**src/rtl/outpipe.sv**
```systemverilog
// ---------------------------------------------------------------------------
// outpipe -- output deskew pipeline for the systolic array.
//
// The array emits each result row as a skewed wavefront: lane i becomes valid
// i cycles after lane 0. Lane i is delayed by N-1-i register stages, so all
// lanes of one wavefront reach the shared output register on the same edge.
// From there they leave as one aligned, registered word.
//
// Ports:
//   clk        rising-edge clock
//   rst        synchronous, active-high reset (clears data and control)
//   en         pipeline advance; 0 freezes every delay stage
//   in_valid   [N]     per-lane valid, skewed (bit i = lane i)
//   in_data    [N*W]   skewed lane data (lane i = bits [i*W +: W])
//   out_valid          aligned word valid, one cycle per word
//   out_data   [N*W]   aligned word (lane i = bits [i*W +: W])
//   align_err          sticky: a wavefront arrived with mixed lane valids
//   word_count [COUNT_W] words emitted, wraps silently
// ---------------------------------------------------------------------------
module outpipe #(
    parameter int N       = 4,
    parameter int W       = 4,
    parameter int COUNT_W = 16
) (
    input  logic               clk,
    input  logic               rst,
    input  logic               en,
    input  logic [N-1:0]       in_valid,
    input  logic [N*W-1:0]     in_data,
    output logic               out_valid,
    output logic [N*W-1:0]     out_data,
    output logic               align_err,
    output logic [COUNT_W-1:0] word_count
);

    // Aligned view of all lanes at the output-register input.
    logic [N-1:0]   al_vld;
    logic [N*W-1:0] al_data;

    for (genvar gi = 0; gi < N; gi++) begin : g_lane
        localparam int D = N - 1 - gi;

        if (D == 0) begin : g_direct
            // Last lane is already the latest one; it feeds the output register directly.
            assign al_vld[gi]            = in_valid[gi];
            assign al_data[gi*W +: W]    = in_data[gi*W +: W];
        end else begin : g_dly
            // ---- delay stages: dat_p[0] is newest, dat_p[D-1] is aligned ----
            logic [W-1:0] dat_p [D];
            logic         vld_p [D];

            always_ff @(posedge clk) begin
                if (rst) begin
                    for (int k = 0; k < D; k++) begin
                        dat_p[k] <= '0;
                        vld_p[k] <= 1'b0;
                    end
                end else if (en) begin
                    dat_p[0] <= in_data[gi*W +: W];
                    vld_p[0] <= in_valid[gi];
                    for (int k = 1; k < D; k++) begin
                        dat_p[k] <= dat_p[k-1];
                        vld_p[k] <= vld_p[k-1];
                    end
                end
            end

            assign al_vld[gi]         = vld_p[D-1];
            assign al_data[gi*W +: W] = dat_p[D-1];
        end
    end

    // ---- output register ----
    always_ff @(posedge clk) begin
        if (rst) begin
            out_valid  <= 1'b0;
            out_data   <= '0;
            align_err  <= 1'b0;
            word_count <= '0;
        end else if (en) begin
            if (&al_vld) begin
                out_valid  <= 1'b1;
                out_data   <= al_data;
                word_count <= word_count + COUNT_W'(1);
            end else begin
                // Empty beat or a partial (misaligned) wavefront: nothing is emitted.
                // A partial one is dropped and latched as an error.
                out_valid <= 1'b0;
                if (|al_vld) begin
                    align_err <= 1'b1;
                end
            end
        end else begin
            out_valid <= 1'b0;
        end
    end

endmodule
```
**config.mk**
```make
export PLATFORM = sky130hd
export DESIGN_NAME = outpipe
export DESIGN_NICKNAME = d
export VERILOG_FILES = /design/src/rtl/outpipe.sv
export SDC_FILE = /design/constraint.sdc
export NUM_CORES = 1
export LEC_CHECK = 0
export CORE_ASPECT_RATIO = 0.9
export CORE_MARGIN = 2
export CORE_UTILIZATION = 42
export DETAILED_ROUTE_END_ITERATION = 8
export PLACE_DENSITY = 0.68
export SLEW_MARGIN = 20
export SYNTH_ARGS = -nofsm -noshare
export SYNTH_HDL_FRONTEND = slang
export SYNTH_SLANG_ARGS = --single-unit
```
**constraint.sdc**
```tcl
create_clock -name clk -period 5.1 [get_ports clk]
set_input_delay 0.765 -clock clk [delete_from_list [all_inputs] [get_ports clk]]
set_output_delay 0.765 -clock clk [all_outputs]
set_load 0.02 [all_outputs]
```
# Yosys cells after proc, flatten, opt, wreduce, memory -nomap -nowiden
# Memories as Yosys holds them, arrays and structs flattened. A register that Yosys moved wholly into a read port is not among the register bits.
# Index checks and enable logic that the tools add are counted.
# W data, S select, Z words.
# word_totals
in_bits	23
out_inout_bits	34
ff_bits	34
ramBits	30
memories	6
# classes
n_bitwise	12
mux	20
n_reduce_logical	7
addsub	1
# mem_list
memory	depth	width	rd	rd_ports_with_merged_regs	write_ports	line	rtl
g_lane[0].g_dly.dat_p	3	4	3	1	3	49	logic [W-1:0] dat_p [D];
g_lane[1].g_dly.dat_p	2	4	2	1	2	49	
g_lane[2].g_dly.dat_p	1	4	1	1	1	49	
g_lane[0].g_dly.vld_p	3	1	3	0	3	50	logic vld_p [D];
g_lane[1].g_dly.vld_p	2	1	2	0	2	50	
g_lane[2].g_dly.vld_p	1	1	1	0	1	50	
# ops
op	n
$mux W4	6
$add A16 B1 Y16 const B	1
$mux W1	14
$or A1 B1 Y1	10
$reduce_or A4 Y1	2
$reduce_and A5 Y1	1
$reduce_and A4 Y1	1
$reduce_and A3 Y1	1
$not A1 Y1	2
$reduce_or A2 Y1	1
$reduce_or A1 Y1	1

# Logic depth before layout (Yosys ltp)
# depth
ltp_word	5
mapped_depth	6
mapped_depth_nobuf	5

# Worst setup path before layout
# No wires, ideal clock.
# synth_path
path_kind	input to register
startpoint	input in_valid[3]
endpoint	register word_count[12]
setup_ns	0.070
stages	4
arrival_time_ns	2.129
slack_ns	2.900
required_time_ns	5.030
cell_sequence	nand4_1 or4_4 or4b_1 a21oi_1
# synth_between
elab_chain_len	1
# synth_lines
element	line	rtl
from (decl)	28	input logic [N-1:0] in_valid,
$reduce_and A5 Y1 (no line)	n/a	
to (signal assigned)	84	word_count <= word_count + COUNT_W'(1);
to (decl)	33	output logic [COUNT_W-1:0] word_count
# Every way passes these cells.
# A chain may end at the register's enable or synchronous reset.

# Final worst setup path
# Ends and elaborated chain as after synthesis.

==> impl_metrics.toml <==
[outcome]
status = "complete, no violations"

[timing]
final_max_slew_viol_count = 0
setup_ws_ns = 2.302
max_slew_margin = 0.5274
setup_violations = 0
rsz0062_at_grt = "false"
max_freq_mhz = 357.4
hold_viol = 0
finalHoldWorstSlack_ns = 0.4534
final.setup.tns_ns = 0
fin_crit_ns = 2.798
skew_ns = 0.005972
tightest_slew_ns = 0.7090
post-route-period-util = 0.5486

[cells_and_area]
layout_common_cells = "clkdlybuf4s50_1, nand2_1, dfxtp_1, and2_1, edfxtp_1"
n_antenna_cell = 0
final_util = 0.5870
postLayoutCellArea_um2 = 3342
nets = 317
drive_gt1_frac = 0.08389
mostFrequentLayoutCell = "clkdlybuf4s50_1"
syn_to_final_growth_pct = 34.83

[place]
place.gp.congestion = 0.8638
place_ws_ns = 1.972
place_area_um2 = 3107
dp_hpwl_um = 2899
port-buffer-count = 56

[cts]
cts_buffers = 9
hold_buffers = 0
cts_tree = "done"
clockRootBuffer = "clkbuf_8"
h-tree-depth = 3
ctsResizeCount = 0
cts_setup_buffers = 0
clockBufferDepth = 2
clock_sinks = 64
cts.clk_slew.worst_paths_ns = 0.07
clk_latency_ns = 0.33

[floorplan]
core_um2 = 5693
fp-row-count = 26
io_pins = 57
die-area_um2 = 6533
die_x_um = 84.98
die_h_um = 76.88
start_util = 0.4354

[synth]
syn-num-nets = 258
synth_top_cell_by_area = "edfxtp_1"
yosys_warnings = 0
ys_seq_elements = 64
netlist_area_um2 = 2479
synth.area.top_cells = "edfxtp_1, dfxtp_1, and2_1"
synth_seq_area_share = 0.6381
yosysTopAreaCellShare = 0.3635
syn_area_per_cell_um2 = 10.59
syn_inst = 234
ys_types = 27

[routing]
postRouteAntennaNets = 0
drc = 0
dr.first_iter.drc_count = 55
first_pass_iters = 4
drt_wl_total_um = 4610
wire_per_inst_um = 12.53
vias = 1819
vias_per_cell = 4.943

[worst_setup_path]
crit_buf_inv = 1
crit_required_ns = 5.37
cp.arrival_ns = 3.07
path_max_fanout = 16
worstSetupStartpointType = "input port"
slowest_stage = "or4_4"
cp-end-kind = "flip-flop"
max_stage_delay_ns = 0.71
critPathTopFamily = "simple AND/OR/NAND/NOR gates"
path_cells = "clkdlybuf4s50_1 -> nand4_1 -> or4_4 -> or4b_1 -> a21oi_1"
critical_path_class = "input port to flip-flop"

[global_route]
track_usage = 0.1504
grt_pass1_wl_um = 7803
antenna_found_initial = 0
grt_max_degree = 39
grt_pass1_vias = 1658
grt_overflow = 0

[power]
vdd_drop_max_mv = 0.2083
power_leakage_nw = 1.158
power_density_nw_per_um2 = 333.8

[min_path]
hold_class = "flip-flop to flip-flop"

[job]
max_cap_viol_count = 0
per-layer routing:
| metal | GRT usage | part of all wire | wire length, µm | vias to the layer above |
|---|---|---|---|---|
| met4 | 0.03810 | 0.011 | 53 | 0 |
| met3 | 0.07643 | 0.073 | 336 | 6 |
| met2 | 0.2398 | 0.47 | 2183 | 57 |
| met1 | 0.1804 | 0.44 | 2037 | 828 |
| li1 | - | - | - | 928 |
| met5 | 0 | 0 | 0 | - |
kinds of logic (layout without fill, tap and decap cells):
kind of cell             after synthesis  in the layout  share of synthesized area
buffers and inverters                 14             78                    0.02171
AO/OA/AOI/OAI                         31             31                    0.06765
AND/OR/NAND/NOR                      116            116                     0.2393
XOR/XNOR                               8              8                    0.02827
flip-flops                            64             64                     0.6381
adder cells (fa/ha/maj)                1              1                   0.005047
through the flow:
step	instances	total power, mW
2_1_floorplan	234	0.5907
3_3_place_gp	352	0.6148
3_5_place_dp	352	0.6160
4_1_cts	368	1.128
5_1_grt	368	1.156
6_report	368	1.116
report_power, final:
group	switching (mW)	internal [mW]
clock network	0.189	0.323
logic	0.0193	0.0233
registers	0.00450	0.557
total	0.212	0.903
cell type report:
type	instances	area, µm²
sequential	64	1582
multi-input combinational	156	843.3
clock inverter	6	107.6
inverter	3	11.26
clock buffer	10	127.6
fill	488	2351
timing repair buffer	59	583.1
tap	70	87.58
worst paths after layout:
path,from,to,cells after the start,slack [ns]
worst max-delay path,in_valid[3],word_count[12]$_SDFFE_PP0P_,5,2.30
worst min-delay path,out_data[13]$_SDFFE_PP0P_,out_data[13]$_SDFFE_PP0P_,2,0.45
worst max register to register,g_lane[1].g_dly.vld_p[0][1]$_SDFFCE_PN0P_,word_count[12]$_SDFFE_PP0P_,4,2.86
worst min register to register,out_data[13]$_SDFFE_PP0P_,out_data[13]$_SDFFE_PP0P_,2,0.45
cell usage after synthesis, drive strengths merged:
master and number:
a21oi 24, a31o 3, a31oi 1, and2 30
buf 1, clkbuf 10, dfxtp 34, edfxtp 30
ha 1, inv 3, nand2 38, nand2b 2
nand3 6, nand4 7, nor2 16, nor3 6
nor4 4, o21ai 3, or2 2, or3 2
or4 2, or4b 1, xnor2 7, xor2 1
worst register-to-register path: cells and delay by family, from the launching register on:
family / cells / cell delay (ns)
and+or+nand+nor: 3 / 1.69
DFF: 1 / 0.35
AOI/OAI and AO/OA: 1 / 0.14
sequential cells by signal, summed over array words and instances, names as in the netlist:
register            flops
align_err               1
g_lane.g_dly.dat_p     24
g_lane.g_dly.vld_p      6
out_data               16
out_valid               1
word_count             16
Power figures use the tool's default switching activity.
